[config.mk]
export PLATFORM = sky130hd
export DESIGN_NAME = pmod_ssd_scan_flat
export DESIGN_NICKNAME = d
export VERILOG_FILES = /design/src/rtl/pmod_ssd_scan_if.sv /design/src/rtl/pmod_ssd_scan.sv /design/src/flat_wrapper.sv
export SDC_FILE = /design/constraint.sdc
export NUM_CORES = 1
export LEC_CHECK = 0
export ABC_AREA = 0
export BUFFER_PORTS_ARGS = -buffer_cell sky130_fd_sc_hd__buf_4
export CORE_ASPECT_RATIO = 0.6
export CORE_UTILIZATION = 35
export CTS_BUF_LIST = sky130_fd_sc_hd__clkbuf_4 sky130_fd_sc_hd__clkbuf_8
export CTS_CLUSTER_DIAMETER = 200
export DETAILED_ROUTE_END_ITERATION = 12
export PLACE_DENSITY = 0.62
export SLEW_MARGIN = 0
export SYNTH_ARGS = -nofsm -noshare
export SYNTH_HDL_FRONTEND = slang
export SYNTH_SLANG_ARGS = --single-unit
[constraint.sdc]
create_clock -name i_clock_125MHz -period 2.5 [get_ports i_clock_125MHz]
set_clock_uncertainty 0.05 [all_clocks]
set_input_delay 0.125 -clock i_clock_125MHz [delete_from_list [all_inputs] [get_ports i_clock_125MHz]]
set_output_delay 0.125 -clock i_clock_125MHz [all_outputs]
set_load 0.03 [all_outputs]
[src/rtl/pmod_ssd_scan_if.sv]
// pmod_ssd_scan_if
// Groups the data-side and pin-side signals of the multiplexed seven-segment
// scanner into one bundle. The clock and reset stay as plain ports on the
// scanner.
//
// Signals (names are from the scanner's point of view):
//   i_data        [4*NUM_DIGITS] hex nibbles, nibble k = digit k
//   i_dp          [NUM_DIGITS]   decimal point per digit, sampled live
//   i_load        1              one-cycle request to capture i_data
//   i_blank_zeros 1              leading-zero suppression enable, live
//   i_brightness  [PWM_WIDTH]    duty control, 0 = dark, all ones = full on
//   o_seg         7              segments {g,f,e,d,c,b,a}, active high
//   o_dp          1              decimal point of the active digit
//   o_digit_en    [NUM_DIGITS]   one-hot active digit enable
//   o_seg_sel     1              LSB of the active digit index
//   o_pending     1              loaded data not yet committed to display
//   o_frame_done  1              one-cycle pulse when the scan wraps
//
// Modports: master = data source / pin observer, slave = the scanner.
interface pmod_ssd_scan_if #(
    parameter int NUM_DIGITS = 2,
    parameter int PWM_WIDTH  = 4
);
    logic [4*NUM_DIGITS-1:0] i_data;
    logic [NUM_DIGITS-1:0]   i_dp;
    logic                    i_load;
    logic                    i_blank_zeros;
    logic [PWM_WIDTH-1:0]    i_brightness;
    logic [6:0]              o_seg;
    logic                    o_dp;
    logic [NUM_DIGITS-1:0]   o_digit_en;
    logic                    o_seg_sel;
    logic                    o_pending;
    logic                    o_frame_done;

    modport master (
        output i_data, i_dp, i_load, i_blank_zeros, i_brightness,
        input  o_seg, o_dp, o_digit_en, o_seg_sel, o_pending, o_frame_done
    );

    modport slave (
        input  i_data, i_dp, i_load, i_blank_zeros, i_brightness,
        output o_seg, o_dp, o_digit_en, o_seg_sel, o_pending, o_frame_done
    );
endinterface

[src/rtl/pmod_ssd_scan.sv]
// pmod_ssd_scan
// Multiplexed seven-segment display driver. Scans NUM_DIGITS hex digits with
// a one-hot digit enable, each digit slot lasting 2^CLK_DIV_WIDTH clocks.
// Data loads are double buffered so a frame never mixes old and new digits,
// leading zeros can be blanked, each digit has its own decimal point, the
// whole display is PWM dimmed and a strobe marks each completed frame.
//
// Ports:
//   i_clock_125MHz  system clock, rising edge
//   i_reset_n       asynchronous active-low reset
//   ssd             pmod_ssd_scan_if.slave bundle (data in, pins out)
//
// All pin outputs are registered and lag the scan state by one clock.
module pmod_ssd_scan #(
    parameter int NUM_DIGITS    = 2,
    parameter int CLK_DIV_WIDTH = 15,
    parameter int PWM_WIDTH     = 4
) (
    input  logic            i_clock_125MHz,
    input  logic            i_reset_n,
    pmod_ssd_scan_if.slave  ssd
);

    localparam int IDX_W  = (NUM_DIGITS > 1) ? $clog2(NUM_DIGITS) : 1;
    localparam int DATA_W = 4 * NUM_DIGITS;
    localparam logic [IDX_W-1:0] LAST_IDX = IDX_W'(NUM_DIGITS - 1);

    // Hex nibble to active-high {g,f,e,d,c,b,a} segment pattern.
    function automatic logic [6:0] hex_to_seg(input logic [3:0] nib);
        logic [6:0] seg;
        case (nib)
            4'h0:    seg = 7'h3F;
            4'h1:    seg = 7'h06;
            4'h2:    seg = 7'h5B;
            4'h3:    seg = 7'h4F;
            4'h4:    seg = 7'h66;
            4'h5:    seg = 7'h6D;
            4'h6:    seg = 7'h7D;
            4'h7:    seg = 7'h07;
            4'h8:    seg = 7'h7F;
            4'h9:    seg = 7'h6F;
            4'hA:    seg = 7'h77;
            4'hB:    seg = 7'h7C;
            4'hC:    seg = 7'h39;
            4'hD:    seg = 7'h5E;
            4'hE:    seg = 7'h79;
            4'hF:    seg = 7'h71;
            default: seg = 7'h00;
        endcase
        return seg;
    endfunction

    // Scan state
    logic [CLK_DIV_WIDTH-1:0] cnt_r;
    logic [IDX_W-1:0]         idx_r;
    logic [DATA_W-1:0]        staging_r;
    logic [DATA_W-1:0]        display_r;
    logic                     pending_r;

    // Registered pin drivers
    logic [6:0]               seg_r;
    logic                     dp_r;
    logic [NUM_DIGITS-1:0]    digit_en_r;
    logic                     seg_sel_r;
    logic                     frame_done_r;

    // Combinational next values
    logic                     tick_s;
    logic                     wrap_s;
    logic [NUM_DIGITS-1:0]    zero_from_s;
    logic [3:0]               nib_s;
    logic                     dp_sel_s;
    logic                     zero_sel_s;
    logic                     blank_s;
    logic                     on_s;
    logic [6:0]               seg_nxt_s;
    logic                     dp_nxt_s;
    logic [NUM_DIGITS-1:0]    digit_en_nxt_s;

    assign tick_s = &cnt_r;
    assign wrap_s = tick_s && (idx_r == LAST_IDX);

    // Free-running prescaler; one full wrap is one digit slot.
    always_ff @(posedge i_clock_125MHz or negedge i_reset_n) begin
        if (!i_reset_n) begin
            cnt_r <= {CLK_DIV_WIDTH{1'b0}};
        end else begin
            cnt_r <= cnt_r + CLK_DIV_WIDTH'(1'b1);
        end
    end

    // Digit index advances once per slot and wraps after the last digit.
    always_ff @(posedge i_clock_125MHz or negedge i_reset_n) begin
        if (!i_reset_n) begin
            idx_r <= {IDX_W{1'b0}};
        end else if (tick_s) begin
            if (idx_r == LAST_IDX) begin
                idx_r <= {IDX_W{1'b0}};
            end else begin
                idx_r <= idx_r + IDX_W'(1'b1);
            end
        end else begin
            idx_r <= idx_r;
        end
    end

    // Double buffer: loads land in staging and are committed only at the
    // frame boundary. A load on the boundary cycle itself bypasses staging
    // so the new value is never left waiting a whole extra frame.
    always_ff @(posedge i_clock_125MHz or negedge i_reset_n) begin
        if (!i_reset_n) begin
            staging_r <= {DATA_W{1'b0}};
            display_r <= {DATA_W{1'b0}};
            pending_r <= 1'b0;
        end else if (wrap_s && ssd.i_load) begin
            staging_r <= ssd.i_data;
            display_r <= ssd.i_data;
            pending_r <= 1'b0;
        end else if (wrap_s) begin
            staging_r <= staging_r;
            display_r <= staging_r;
            pending_r <= 1'b0;
        end else if (ssd.i_load) begin
            staging_r <= ssd.i_data;
            display_r <= display_r;
            pending_r <= 1'b1;
        end else begin
            staging_r <= staging_r;
            display_r <= display_r;
            pending_r <= pending_r;
        end
    end

    // Pick the active digit, apply blanking and PWM gating.
    always_comb begin
        nib_s      = display_r[3:0];
        dp_sel_s   = ssd.i_dp[0];
        zero_sel_s = 1'b0;
        // zero_from_s[k]: nibbles k..NUM_DIGITS-1 are all zero. Shifting
        // right by 4*k drops the lower nibbles and fills with zeros.
        for (int k = 0; k < NUM_DIGITS; k++) begin
            zero_from_s[k] = ~|(display_r >> (4 * k));
        end
        for (int k = 0; k < NUM_DIGITS; k++) begin
            nib_s      = (idx_r == IDX_W'(k)) ? display_r[4*k +: 4] : nib_s;
            dp_sel_s   = (idx_r == IDX_W'(k)) ? ssd.i_dp[k]         : dp_sel_s;
            zero_sel_s = (idx_r == IDX_W'(k)) ? zero_from_s[k]      : zero_sel_s;
        end
        // Digit 0 always shows something, even a plain zero.
        blank_s = ssd.i_blank_zeros && (idx_r != {IDX_W{1'b0}}) && zero_sel_s;
        // All-ones brightness is forced on so full duty really is 100%.
        on_s = (&ssd.i_brightness) ||
               (cnt_r[CLK_DIV_WIDTH-1 -: PWM_WIDTH] < ssd.i_brightness);
        if (on_s) begin
            seg_nxt_s      = blank_s ? 7'h00 : hex_to_seg(nib_s);
            dp_nxt_s       = dp_sel_s;
            digit_en_nxt_s = NUM_DIGITS'(1'b1) << idx_r;
        end else begin
            seg_nxt_s      = 7'h00;
            dp_nxt_s       = 1'b0;
            digit_en_nxt_s = {NUM_DIGITS{1'b0}};
        end
    end

    // Register every pin so the connector sees glitch-free levels.
    always_ff @(posedge i_clock_125MHz or negedge i_reset_n) begin
        if (!i_reset_n) begin
            seg_r        <= 7'h00;
            dp_r         <= 1'b0;
            digit_en_r   <= {NUM_DIGITS{1'b0}};
            seg_sel_r    <= 1'b0;
            frame_done_r <= 1'b0;
        end else begin
            seg_r        <= seg_nxt_s;
            dp_r         <= dp_nxt_s;
            digit_en_r   <= digit_en_nxt_s;
            seg_sel_r    <= idx_r[0];
            frame_done_r <= wrap_s;
        end
    end

    assign ssd.o_seg        = seg_r;
    assign ssd.o_dp         = dp_r;
    assign ssd.o_digit_en   = digit_en_r;
    assign ssd.o_seg_sel    = seg_sel_r;
    assign ssd.o_pending    = pending_r;
    assign ssd.o_frame_done = frame_done_r;

endmodule
[src/flat_wrapper.sv]
// flat-port wrapper written by rule: the top's interface ports become plain ports
module pmod_ssd_scan_flat 
#(
    parameter int NUM_DIGITS    = 2,
    parameter int CLK_DIV_WIDTH = 15,
    parameter int PWM_WIDTH     = 4
)
  (i_clock_125MHz, i_reset_n, ssd_i_data, ssd_i_dp, ssd_i_load, ssd_i_blank_zeros, ssd_i_brightness, ssd_o_seg, ssd_o_dp, ssd_o_digit_en, ssd_o_seg_sel, ssd_o_pending, ssd_o_frame_done);
  pmod_ssd_scan_if #(.NUM_DIGITS(NUM_DIGITS), .PWM_WIDTH(PWM_WIDTH)) ssd_i ();
  input  logic i_clock_125MHz;
  input  logic i_reset_n;
  input wire logic [$bits(ssd_i.i_data)-1:0] ssd_i_data;
  input wire logic [$bits(ssd_i.i_dp)-1:0] ssd_i_dp;
  input wire logic [$bits(ssd_i.i_load)-1:0] ssd_i_load;
  input wire logic [$bits(ssd_i.i_blank_zeros)-1:0] ssd_i_blank_zeros;
  input wire logic [$bits(ssd_i.i_brightness)-1:0] ssd_i_brightness;
  output wire logic [$bits(ssd_i.o_seg)-1:0] ssd_o_seg;
  output wire logic [$bits(ssd_i.o_dp)-1:0] ssd_o_dp;
  output wire logic [$bits(ssd_i.o_digit_en)-1:0] ssd_o_digit_en;
  output wire logic [$bits(ssd_i.o_seg_sel)-1:0] ssd_o_seg_sel;
  output wire logic [$bits(ssd_i.o_pending)-1:0] ssd_o_pending;
  output wire logic [$bits(ssd_i.o_frame_done)-1:0] ssd_o_frame_done;
  assign ssd_i.i_data = ssd_i_data;
  assign ssd_i.i_dp = ssd_i_dp;
  assign ssd_i.i_load = ssd_i_load;
  assign ssd_i.i_blank_zeros = ssd_i_blank_zeros;
  assign ssd_i.i_brightness = ssd_i_brightness;
  assign ssd_o_seg = ssd_i.o_seg;
  assign ssd_o_dp = ssd_i.o_dp;
  assign ssd_o_digit_en = ssd_i.o_digit_en;
  assign ssd_o_seg_sel = ssd_i.o_seg_sel;
  assign ssd_o_pending = ssd_i.o_pending;
  assign ssd_o_frame_done = ssd_i.o_frame_done;
  pmod_ssd_scan #(.NUM_DIGITS(NUM_DIGITS), .CLK_DIV_WIDTH(CLK_DIV_WIDTH), .PWM_WIDTH(PWM_WIDTH)) u_core (.i_clock_125MHz(i_clock_125MHz), .i_reset_n(i_reset_n), .ssd(ssd_i));
endmodule
==> key figures <==
Critical path
  – Arrival @ worst endpoint: 2.03 ns
  – Worst path depth: 6
  – CP peak stage delay: 0.48 ns
  – Critical Path Sink Type: flip-flop
  – Crit path max-delay cell type: mux4_1
  – Reg2Reg Setup Slack: 0.65 ns
  – R2R cell count: 6
  – CP top delay family: multiplexers
  – CP Cell Sequence: mux2_2 > inv_1 > ha_1 > inv_1 > mux4_1 > nor2_1
  – WS Path Type: flip-flop to flip-flop
  – Critical path required time: 2.68 ns
  – CP max FO: 5
  – Startpoint class of the critical path: flip-flop
  – Bufs and invs on worst path: 2
  – Crit-path most repeated cell: inv_1

Pwr
  – Internal Power: 1144 µW
  – Pwr/cell area: 593.3 nW/µm²
  – Sw Ratio: 23.09%
  – Peak VDD IR: 0.2486 mV
  – Switching pwr: 343.3 µW
  – Share of power burned in registers: 51.9%
  – Power share of the clock group: 37.3%
  – Final Power: 1487 µW
  – Comb power frac: 10.8%
  – LEAKAGE: 0.001154 µW

STA
  – Final min period: 1.849 ns
  – Rel. slew slack: 62.36%
  – Max-slew violation count: 0
  – Setup violations, final: 0
  – Tightest Pin Transition: 0.5645 ns
  – Max Clock Freq: 540.8 MHz
  – Final hold vios: 0
  – Final period util: 73.97%
  – RSZ-0062 raised after global routing: false
  – Setup TNS Final: 0 ns

Clock network
  – CTS Buf Count: 5
  – Clk slew on worst S/H paths: 0.08 ns
  – H-tree depth: 2
  – # Post-CTS Setup Buffers: 0
  – Clock buffer depth: 2
  – CTS tree: done
  – Root Buffer: clkbuf_8
  – Clock sink total: 45
  – Clock latency at the later pin of the worst-skew pair: 0.29 ns

Die
  – Initial Utilization: 36.72%
  – DIE HEIGHT: 61.64 µm
  – Full die area: 6249 µm²
  – Chip Width: 101.4 µm
  – Io pins: 31
  – CORE AREA: 5649 µm²
  – Number of cell rows: 21

Synth
  – Synth Warn #: 0
  – Post-synth cell types: 37
  – Post-synth EDFFs: 0
  – Syn_area_per_cell: 13.05 µm²
  – Synth async-reset ratio: 100.0%
  – Syn nets: 186
  – Largest cells by area after synthesis: dfrtp_1, mux2_2, ha_1
  – Synth area leader: dfrtp_1
  – Syn Inst Count: 159
  – Top cell type's share of synthesized area: 54.28%
  – Post-synth top flop: dfrtp_1
  – Sequential fraction of the synthesis area: 54.28%
  – Post-Syn Area: 2074 µm²
  – Yosys reg bits: 45

Route
  – Iter 0 DRT Violations: 65
  – Routed vias/inst: 4.664
  – Post-route ant nets: 0
  – Routed WL: 3706 µm
  – Average routed wire per standard cell: 13.38 µm
  – Drc violations: 0
  – DR vias: 1292
  – First drt pass iteration count: 4

Min path
  – Hold path cells: 3
  – Hold Path Class: primary input to flip-flop

Flow run
  – Max cap viols: 0

Layout
  – Area Growth Syn to Fin: 20.81%
  – Non-Filler Instances: 277
  – Fillcell total: 536
  – Nets: 223
  – Fraction of layout cells with a size suffix above 1: 32.99%
  – ANT cells: 0

Global route
  – Largest net degree at the start of global routing: 46
  – Number of global-route vias before repair: 1161
  – GR Util All Layers: 13.28%
  – Congestion Overflow GR: 0
  – Antenna violations before repair: 0
  – Global-route wire length before repair: 6065 µm

Placed design
  – Routability Congestion: 0.7554
  – DP Cell Count: 268
  – Final HPWL DP: 2648 µm
  – PortBufs: 30

Run status
  – Status: finished clean
==> worst register-to-register path, delay by kind of cell, from the launching register on <==
family	cells	cell delay (ns)
buffers and inverters	2	0.13
flip-flops	1	0.42
adder cells (fa/ha/maj)	1	0.32
AND/OR/NAND/NOR	1	0.09
multiplexers	2	0.78
==> layer usage <==
metal	global-route usage, %	vias up	wire, µm	share of wire, %
li1	-	636	-	-
met1	21.70	614	2129	57
met2	15.55	40	1341	36
met3	4.427	2	210	5.7
met4	3.727	0	23	0.62
met5	0	-	0	0
==> area by class of cell <==
| type | instances | area, µm² | area share [%] |
|---|---|---|---|
| well taps | 80 | 100.1 | 3.994 |
| clock buffers | 6 | 76.32 | 3.045 |
| flip-flops and latches | 45 | 1126 | 44.93 |
| clock inverters | 2 | 38.79 | 1.548 |
| repair buffers | 33 | 250.2 | 9.985 |
| inverters | 11 | 41.29 | 1.648 |
| multi-input cells | 100 | 873.3 | 34.85 |
==> registers in the layout, indices dropped and copies added (netlist names) <==
signal	cells
u_core.cnt_r	15
u_core.idx_r	1
u_core.staging_r	8
u_core.ssd.o_seg_sel	1
u_core.display_r	8
u_core.ssd.o_digit_en	2
u_core.ssd.o_seg	7
u_core.ssd.o_dp	1
u_core.ssd.o_pending	1
u_core.ssd.o_frame_done	1
==> cells in the mapped netlist (2+ instances only) <==
library cell	n
a21oi_1	3
a221oi_1	3
a311oi_1	2
dfrtp_1	45
ha_1	9
inv_1	11
mux2_2	17
mux2i_1	4
nand2_1	5
nand3_1	6
nand4_1	3
nor2_1	10
nor3_1	3
o21ai_0	2
xnor2_1	10
xor2_1	5
==> final timing paths <==
check | start | endpoint
worst max register to register | u_core.idx_r | u_core.ssd.o_seg[3]
worst min register to register | u_core.cnt_r[0] | u_core.cnt_r[0]
worst min-delay path | ssd_i_dp[0] | u_core.ssd.o_dp
worst max-delay path | u_core.idx_r | u_core.ssd.o_seg[3]
max in group asynchronous | i_reset_n | u_core.ssd.o_frame_done
min in group asynchronous | i_reset_n | u_core.ssd.o_seg[4]
==> per-stage QoR <==
step | instance area [µm²] | hold WS, ns | setup slack [ns] | utilization, %
floorplan | 2074 | -0.2206 | 0.6430 | -
global placement | 2381 | 0.1104 | 0.6589 | 42.15
detailed placement | 2381 | 0.1117 | 0.6633 | 42.15
CTS | 2506 | 0.01698 | 0.6485 | 44.36
global route | 2506 | 0.01595 | 0.5221 | 44.36
finish | 2506 | 0.02181 | 0.6508 | 44.36
==> what timing repair did <==
item,4_1_cts,5_1_grt
setup endpoints to repair,0,0
endpoints found under the hold margin,45,0
hold buffers,1,0
resized for setup,0,0
==> cells by family (layout without fill, tap and decap cells) <==
group	Yosys count	count (layout)	share of synthesized area, %
buffers and inverters	14	52	3.619
adders and majority gates	9	9	5.428
and+or+nand+nor	37	37	11.28
xor gates and xnor gates	15	15	6.333
AOI/OAI and AO/OA	16	16	5.911
muxes	23	23	13.15
DFF	45	45	54.28
==> cells in the final DEF (no fill, tap or decap), types with 2 or more instances in the layout <==
cell type and instances:
dfrtp_1 45, ha_1 9, a221oi_1 3, xor2_1 5, o21ai_0 2, nand3_1 6
a311oi_1 2, buf_4 32, nor2_1 10, nor3_1 3, inv_1 11, mux2i_1 4
mux2_2 17, clkbuf_8 5, xnor2_1 10, nand4_1 3, a21oi_1 3, nand2_1 5
==> power groups by stage <==
stage	Clock, µW	Combinational (µW)	Sequential [µW]
global placement	0	161	786
detailed placement	0	161	787
global route	604	178	776
CTS	568	163	772
floorplan	0	65.1	810
finish	555	161	772
Note: power is estimated with default switching activity, not from simulation.
